`config.mk`:
```
export PLATFORM = sky130hd
export DESIGN_NAME = acc_seq_ctrl
export DESIGN_NICKNAME = d
export VERILOG_FILES = /design/src/rtl/acc_seq_ctrl.sv
export SDC_FILE = /design/constraint.sdc
export NUM_CORES = 1
export LEC_CHECK = 0
export CAP_MARGIN = 10
export CORE_MARGIN = 5
export CORE_UTILIZATION = 45
export CTS_BUF_LIST = sky130_fd_sc_hd__clkbuf_4 sky130_fd_sc_hd__clkbuf_8 sky130_fd_sc_hd__clkbuf_16
export CTS_CLUSTER_DIAMETER = 150
export DETAILED_ROUTE_END_ITERATION = 16
export PLACE_DENSITY = 0.83
export SLEW_MARGIN = 30
export SYNTH_ARGS = -nofsm -noshare
export SYNTH_HDL_FRONTEND = slang
export SYNTH_SLANG_ARGS = --single-unit
```
`constraint.sdc`:
```
create_clock -name clk -period 9.41 [get_ports clk]
set_input_delay 0.941 -clock clk [delete_from_list [all_inputs] [get_ports clk]]
set_output_delay 0.941 -clock clk [all_outputs]
set_load 0.03 [all_outputs]
```
`src/rtl/acc_seq_ctrl.sv`:
```
// ---------------------------------------------------------------------------
// acc_seq_ctrl
//
// Drives the convolution accelerator on behalf of the CPU.  After a start
// command it copies DATA_WORDS input words and FILT_WORDS filter words from
// system memory into the accelerator write port, lets the accelerator run
// for WAIT_CYC cycles, then pops RES_WORDS 64-bit results from the
// accelerator output FIFO and writes each one back to memory as two
// 32-bit words (low word first).
//
// Ports
//   clk, reset      system clock, asynchronous active-high reset
//   start           one-cycle command pulse, honoured only while idle
//   src_addr        byte address of the input block (data then filter)
//   dst_addr        byte address of the result block
//   busy            high while a command is in progress
//   done            one-cycle pulse when the last result word is written
//   mem_req/mem_we/mem_addr/mem_wdata   memory request, held until mem_gnt
//   mem_gnt         memory accepted the request this cycle
//   mem_rvalid/mem_rdata                memory read return
//   acc_addr/acc_en_w/acc_data_in       accelerator write port
//   acc_en_r        accelerator output-FIFO pop strobe
//   acc_data_out    accelerator output-FIFO data, valid RD_LAT after a pop
// ---------------------------------------------------------------------------
module acc_seq_ctrl #(
   parameter int DATA_WORDS = 12,
   parameter int FILT_WORDS = 3,
   parameter int FILT_BASE  = 64,
   parameter int RES_WORDS  = 4,
   parameter int WAIT_CYC   = 32,
   parameter int RD_LAT     = 1
) (
   input  logic        clk,
   input  logic        reset,
   input  logic        start,
   input  logic [31:0] src_addr,
   input  logic [31:0] dst_addr,
   output logic        busy,
   output logic        done,
   output logic        mem_req,
   output logic        mem_we,
   output logic [31:0] mem_addr,
   output logic [31:0] mem_wdata,
   input  logic        mem_gnt,
   input  logic        mem_rvalid,
   input  logic [31:0] mem_rdata,
   output logic [31:0] acc_addr,
   output logic        acc_en_w,
   output logic [31:0] acc_data_in,
   output logic        acc_en_r,
   input  logic [63:0] acc_data_out
);

   localparam logic [31:0] TOT_WORDS  = 32'(DATA_WORDS + FILT_WORDS);
   localparam logic [31:0] DATA_LIM   = 32'(DATA_WORDS);
   localparam logic [31:0] FILT_OFS   = 32'(FILT_BASE);
   localparam logic [31:0] RES_LIM    = 32'(RES_WORDS);
   localparam logic [31:0] WAIT_LAST  = 32'(WAIT_CYC - 1);
   localparam logic [31:0] RDLAT_LAST = 32'(RD_LAT - 1);

   typedef enum logic [3:0] {
      S_IDLE,
      S_LD_REQ,
      S_LD_WAIT,
      S_LD_WR,
      S_WAIT,
      S_RD_POP,
      S_RD_CAP,
      S_WR_LO,
      S_WR_HI,
      S_FIN
   } state_t;

   state_t      state;
   logic [31:0] src_q;      // latched source block address
   logic [31:0] dst_q;      // latched destination block address
   logic [31:0] word_idx;   // load-loop word index i
   logic [31:0] res_idx;    // result index k
   logic [31:0] cyc_cnt;    // shared WAIT / RD_CAP cycle counter
   logic [63:0] result_q;   // captured accelerator result

   // Next-word values used when leaving LD_WR.
   logic [31:0] word_nxt;
   logic [31:0] res_nxt;

   assign word_nxt = word_idx + 32'd1;
   assign res_nxt  = res_idx + 32'd1;

   // Every output is a register: each transition loads the values the
   // destination state must present, so they are glitch-free and stay
   // stable across memory stalls without extra holding logic.
   always_ff @(posedge clk or posedge reset) begin
      if (reset) begin
         state       <= S_IDLE;
         src_q       <= '0;
         dst_q       <= '0;
         word_idx    <= '0;
         res_idx     <= '0;
         cyc_cnt     <= '0;
         result_q    <= '0;
         busy        <= 1'b0;
         done        <= 1'b0;
         mem_req     <= 1'b0;
         mem_we      <= 1'b0;
         mem_addr    <= '0;
         mem_wdata   <= '0;
         acc_addr    <= '0;
         acc_en_w    <= 1'b0;
         acc_data_in <= '0;
         acc_en_r    <= 1'b0;
      end else begin
         // Single-cycle strobes default low.
         done     <= 1'b0;
         acc_en_w <= 1'b0;
         acc_en_r <= 1'b0;

         case (state)
            S_IDLE: begin
               if (start) begin
                  src_q    <= src_addr;
                  dst_q    <= dst_addr;
                  word_idx <= '0;
                  res_idx  <= '0;
                  busy     <= 1'b1;
                  mem_req  <= 1'b1;
                  mem_we   <= 1'b0;
                  mem_addr <= src_addr;
                  state    <= S_LD_REQ;
               end
            end

            S_LD_REQ: begin
               if (mem_gnt) begin
                  mem_req <= 1'b0;
                  state   <= S_LD_WAIT;
               end
            end

            // Only one read is ever outstanding, so the first rvalid seen
            // here belongs to the current word.
            S_LD_WAIT: begin
               if (mem_rvalid) begin
                  acc_en_w    <= 1'b1;
                  acc_data_in <= mem_rdata;
                  if (word_idx < DATA_LIM)
                     acc_addr <= word_idx;
                  else
                     acc_addr <= FILT_OFS + (word_idx - DATA_LIM);
                  state <= S_LD_WR;
               end
            end

            S_LD_WR: begin
               word_idx <= word_nxt;
               if (word_nxt < TOT_WORDS) begin
                  mem_req  <= 1'b1;
                  mem_we   <= 1'b0;
                  mem_addr <= src_q + {word_nxt[29:0], 2'b00};
                  state    <= S_LD_REQ;
               end else begin
                  cyc_cnt <= '0;
                  state   <= S_WAIT;
               end
            end

            S_WAIT: begin
               if (cyc_cnt == WAIT_LAST) begin
                  cyc_cnt  <= '0;
                  res_idx  <= '0;
                  acc_en_r <= 1'b1;
                  state    <= S_RD_POP;
               end else begin
                  cyc_cnt <= cyc_cnt + 32'd1;
               end
            end

            S_RD_POP: begin
               cyc_cnt <= '0;
               state   <= S_RD_CAP;
            end

            // RD_CAP lasts RD_LAT cycles; the FIFO data is valid in the last
            // of them and is forwarded straight into the low-word write.
            S_RD_CAP: begin
               if (cyc_cnt == RDLAT_LAST) begin
                  result_q  <= acc_data_out;
                  mem_req   <= 1'b1;
                  mem_we    <= 1'b1;
                  mem_addr  <= dst_q + {res_idx[28:0], 3'b000};
                  mem_wdata <= acc_data_out[31:0];
                  state     <= S_WR_LO;
               end else begin
                  cyc_cnt <= cyc_cnt + 32'd1;
               end
            end

            // The high-word request follows the low word back-to-back.
            S_WR_LO: begin
               if (mem_gnt) begin
                  mem_addr  <= dst_q + {res_idx[28:0], 3'b000} + 32'd4;
                  mem_wdata <= result_q[63:32];
                  state     <= S_WR_HI;
               end
            end

            S_WR_HI: begin
               if (mem_gnt) begin
                  res_idx <= res_nxt;
                  mem_req <= 1'b0;
                  mem_we  <= 1'b0;
                  if (res_nxt < RES_LIM) begin
                     acc_en_r <= 1'b1;
                     state    <= S_RD_POP;
                  end else begin
                     done  <= 1'b1;
                     state <= S_FIN;
                  end
               end
            end

            S_FIN: begin
               busy  <= 1'b0;
               state <= S_IDLE;
            end

            default: begin
               state <= S_IDLE;
            end
         endcase
      end
   end

endmodule
```
==> impl_table.tex <==
\begin{tabular}{lr}
\hline
Metric & Value \\
\hline
\multicolumn{2}{l}{\textbf{Run status}} \\
\quad Run status & finished clean \\
\multicolumn{2}{l}{\textbf{Critical path}} \\
\quad Max FO, Critical Path & 37 \\
\quad Required time at the endpoint of the critical path & 9.81 ns \\
\quad CP Launch Type & flip-flop \\
\quad Nature of the critical path endpoint & flip-flop \\
\quad WS Path Type & reg -> reg \\
\quad Critical Path AT & $\sim$5.5 ns \\
\multicolumn{2}{l}{\textbf{Final layout}} \\
\quad \# nets final & 2783 \\
\quad Share of post-route cells with drive strength above 1 & 0.0887 \\
\quad Area growth, synth to finish & 22.9\% \\
\quad Fraction of the core area covered by cells at the end of the flow & 0.555 \\
\quad Number of standard cells in the layout, taps in and fillers out & 3183 \\
\multicolumn{2}{l}{\textbf{Worst hold path}} \\
\quad Min-Delay Path Class & reg -> reg \\
\multicolumn{2}{l}{\textbf{Global route}} \\
\quad Initial antenna violation count & 2 \\
\quad Global route total overflow & 0 \\
\quad Global-route total usage across every layer & 0.239 \\
\quad Maximum number of pins on one net before global-route repair & 137 \\
\quad Wire length of the first global-routing pass & 97900 um \\
\quad Number of global-route vias before repair & between 15000 and 20000 \\
\multicolumn{2}{l}{\textbf{Synthesis}} \\
\quad Synthesized flop and latch total & 330 \\
\quad Synthesized net count & 2569 \\
\quad Synthesized area & 20400 um\^{}2 \\
\quad Library cell with the largest summed area after synthesis & sky130\_fd\_sc\_hd\_\_dfrtp\_1 \\
\quad Mean post-synth cell area & 8.71 um\^{}2 \\
\quad Post-synth top area share & 0.405 \\
\quad Unique cell type count in the Yosys netlist & 91 \\
\quad Sequential area share after synthesis & 0.405 \\
\quad Synth async-reset ratio & 1.00 \\
\quad Cells after synthesis & 2338 \\
\quad Main flop type after synthesis & sky130\_fd\_sc\_hd\_\_dfrtp\_1 \\
\quad EDFF count, synth & 0 \\
\quad Synth warn & 0 \\
\quad Cells taking the most area after synthesis & sky130\_fd\_sc\_hd\_\_dfrtp\_1 (41\%), sky130\_fd\_sc\_hd\_\_nand2\_1 (6.8\%), sky130\_fd\_sc\_hd\_\_mux2\_2 (5.6\%) \\
\multicolumn{2}{l}{\textbf{Timing}} \\
\quad Upper clock frequency limit & 195 MHz \\
\quad Clock period minus final worst setup slack & 5.12 ns \\
\quad Unrepaired setup endpoints after global routing & no \\
\quad Final worst setup slack & 4.29 ns \\
\quad Hold violation count in the final report & 0 \\
\quad Transition time at the pin with the least slew margin & between 0.9 and 1 ns \\
\quad Setup-failing EPs final & 0 \\
\quad Number of max-slew violations in the final report & 0 \\
\quad Setup\_tns & 0 ns \\
\quad Final cycle utilization of the critical path & 0.544 \\
\quad Layout Skew & $\sim$0.026 ns \\
\quad Worst slew margin relative to its limit & 0.352 \\
\multicolumn{2}{l}{\textbf{Detailed routing}} \\
\quad Length of the first detailed-routing pass in iterations & 6 \\
\quad Number of design rule violations left after detail routing & 0 \\
\quad DRT Wirelength & roughly 62000 um \\
\quad Number of antenna-violating nets in the routed design & 0 \\
\quad Vias & 18900 \\
\quad Via count normalized by instance count & a little under 6 \\
\quad DRC violation total after the first TritonRoute iteration & roughly 2100 \\
\quad Per-cell routed wire length & 19.4 um \\
\multicolumn{2}{l}{\textbf{Clock network}} \\
\quad H-tree levels & 2 \\
\quad Buffer depth of the longest clock path & 3 \\
\quad Cell at the root of the clock tree & sky130\_fd\_sc\_hd\_\_clkbuf\_16 \\
\quad Clock tree from TritonCTS & built \\
\quad Clock latency on the worst-skew pair & 0.57 ns \\
\quad Post-CTS Setup Bufs & 0 \\
\quad CTS Sinks & 330 \\
\quad Quantity of gates resized following cts & 0 \\
\quad Number of buffers created by CTS & 38 \\
\quad Hold Buf Count CTS & 0 \\
\quad Post-CTS clock slew at the launch and capture registers of the worst setup and hold paths & 0.06 ns \\
\multicolumn{2}{l}{\textbf{Floorplan}} \\
\quad Die footprint & roughly 50000 um\^{}2 \\
\quad Height of the die & approximately 220 um \\
\quad Width of the die & $\sim$220 um \\
\quad Starting density of the core & 0.452 \\
\quad Row cnt & around 80 \\
\quad Number of top-level pins & 299 \\
\quad Floorplan Core Area & 45100 um\^{}2 \\
\multicolumn{2}{l}{\textbf{Place}} \\
\quad Cell Count Post-Placement & 3111 \\
\quad Pre-CTS worst setup slack & 4.38 ns \\
\quad Placer congestion estimate & 0.974 \\
\quad Number of I/O port buffers & 298 \\
\quad Detailed placement HPWL & around 46000 um \\
\multicolumn{2}{l}{\textbf{Power and ir drop}} \\
\quad Power density normalized to cell area & 298 nW/um\^{}2 \\
\quad Worst supply voltage drop on vdd & 0.000156 V \\
\quad Standby leakage power & around 11 nW \\
\multicolumn{2}{l}{\textbf{Run}} \\
\quad Count of max-cap constraint violations & 0 \\
\hline
\end{tabular}
## critical path: stages, from the launching register on
cell	delay, ns
sky130_fd_sc_hd__dfrtp_1	0.51
sky130_fd_sc_hd__ha_1	0.41
sky130_fd_sc_hd__nand4_1	0.29
sky130_fd_sc_hd__nor4_1	0.34
sky130_fd_sc_hd__buf_4	0.20
sky130_fd_sc_hd__nand2_1	0.09
sky130_fd_sc_hd__xnor2_1	0.17
sky130_fd_sc_hd__or4b_2	0.65
sky130_fd_sc_hd__or4_4	0.60
sky130_fd_sc_hd__o21a_1	0.26
sky130_fd_sc_hd__o211ai_4	0.70
sky130_fd_sc_hd__or2_1	0.57
sky130_fd_sc_hd__o31ai_1	0.17
## final timing paths
path / cells past startpoint / slack (ns) / endpoint / startpoint
worst max-delay path: 12 / 4.29 / cyc_cnt[18] / word_idx[1]
worst min-delay path: 2 / 0.47 / acc_data_in[28] / acc_data_in[28]
worst max register to register: 12 / 4.29 / cyc_cnt[18] / word_idx[1]
worst min register to register: 2 / 0.47 / acc_data_in[28] / acc_data_in[28]
max in group asynchronous: 4 / 7.04 / dst_q[27] / reset
min in group asynchronous: 2 / 0.71 / mem_wdata[11] / reset
## cells in the final DEF (no fill, tap or decap), types with 49 or more instances in the layout
master                              n
sky130_fd_sc_hd__o21ai_0          226
sky130_fd_sc_hd__xor2_1            50
sky130_fd_sc_hd__ha_1              64
sky130_fd_sc_hd__a21oi_1           91
sky130_fd_sc_hd__dfrtp_1          330
sky130_fd_sc_hd__nand2_1          367
sky130_fd_sc_hd__a31oi_1           66
sky130_fd_sc_hd__nor2_1           169
sky130_fd_sc_hd__xnor2_1           85
sky130_fd_sc_hd__clkdlybuf4s50_1  298
sky130_fd_sc_hd__nor3_1            52
sky130_fd_sc_hd__o31ai_1           49
sky130_fd_sc_hd__mux2_2           102
sky130_fd_sc_hd__nand3_1           70
## sequential cells by signal, indices dropped and copies added, names as in the netlist
signal and flops:
state 4, cyc_cnt 32, done 1, mem_we 1
word_idx 32, src_q 32, acc_addr 32, mem_req 1
acc_en_r 1, acc_en_w 1, res_idx 32, mem_addr 32
dst_q 32, mem_wdata 32, result_q 32, busy 1
acc_data_in 32
## synth_stat cells, types with 7 or more instances
cell type / n
sky130_fd_sc_hd__and3_1: 38
sky130_fd_sc_hd__inv_1: 40
sky130_fd_sc_hd__or4_1: 8
sky130_fd_sc_hd__dfrtp_1: 330
sky130_fd_sc_hd__nor4_1: 29
sky130_fd_sc_hd__xor2_1: 50
sky130_fd_sc_hd__nand2_1: 368
sky130_fd_sc_hd__nor3_1: 54
sky130_fd_sc_hd__or3_1: 30
sky130_fd_sc_hd__a31oi_1: 66
sky130_fd_sc_hd__a21oi_1: 91
sky130_fd_sc_hd__a21o_1: 27
sky130_fd_sc_hd__mux2i_1: 7
sky130_fd_sc_hd__nand2b_1: 14
sky130_fd_sc_hd__a211oi_1: 15
sky130_fd_sc_hd__nand3_1: 74
sky130_fd_sc_hd__buf_1: 7
sky130_fd_sc_hd__nor2_1: 173
sky130_fd_sc_hd__clkbuf_1: 114
sky130_fd_sc_hd__a221oi_1: 13
sky130_fd_sc_hd__a22oi_1: 8
sky130_fd_sc_hd__and4_1: 11
sky130_fd_sc_hd__mux2_2: 102
sky130_fd_sc_hd__o21ai_0: 226
sky130_fd_sc_hd__xnor2_1: 85
sky130_fd_sc_hd__nand4_1: 42
sky130_fd_sc_hd__ha_1: 64
sky130_fd_sc_hd__o211ai_1: 10
sky130_fd_sc_hd__o21a_1: 14
sky130_fd_sc_hd__nor2b_1: 13
sky130_fd_sc_hd__o31ai_1: 49
sky130_fd_sc_hd__and2_1: 20
sky130_fd_sc_hd__buf_2: 12
## logic make-up (layout without fill, tap and decap cells)
kind of cell / count (synthesis) / count (layout) / synth area share
xor+xnor: 136 / 136 / 0.0588
simple gates: 905 / 905 / 0.210
other cells: 0 / 2 / 0
flops: 330 / 330 / 0.405
mux: 109 / 109 / 0.0598
buf+inv: 183 / 426 / 0.0359
fa+ha+maj: 66 / 66 / 0.0413
compound gates: 609 / 609 / 0.188
## routing by layer
metal | up-vias | global-route usage | part of all wire
met3 | 142 | 0.0472 | 0.081
li1 | 8908 | - | -
met1 | 8955 | 0.324 | 0.42
met4 | 0 | 0.0899 | 0.040
met5 | - | 0 | 0
met2 | 889 | 0.380 | 0.46
## metrics by stage
step / total power, mW / instance area, um^2 / hold WS [ns]
after detailed placement: 5.94 / 23700 / 0.464
after CTS: 7.46 / 25000 / 0.479
final: 7.46 / 25000 / 0.474
after floorplan: 4.66 / 20400 / 0.446
after global placement: 5.81 / 23700 / 0.456
after global routing: 7.90 / 25000 / 0.489
## power by group
part,internal [mW],switching (mW)
clock,0.875,0.619
sequential,1.93,0.424
combinational,1.46,2.15
## layout make-up
class,instances,area (um^2)
Fill cell,3985,20100
Multi-Input combinational cell,1825,11500
Clock inverter,19,163
Tap cell,600,751
Clock buffer,50,1090
Timing Repair Buffer,315,3140
Antenna cell,2,5.00
Sequential cell,330,8260
Inverter,42,161
(Power assumes the default switching activity.)
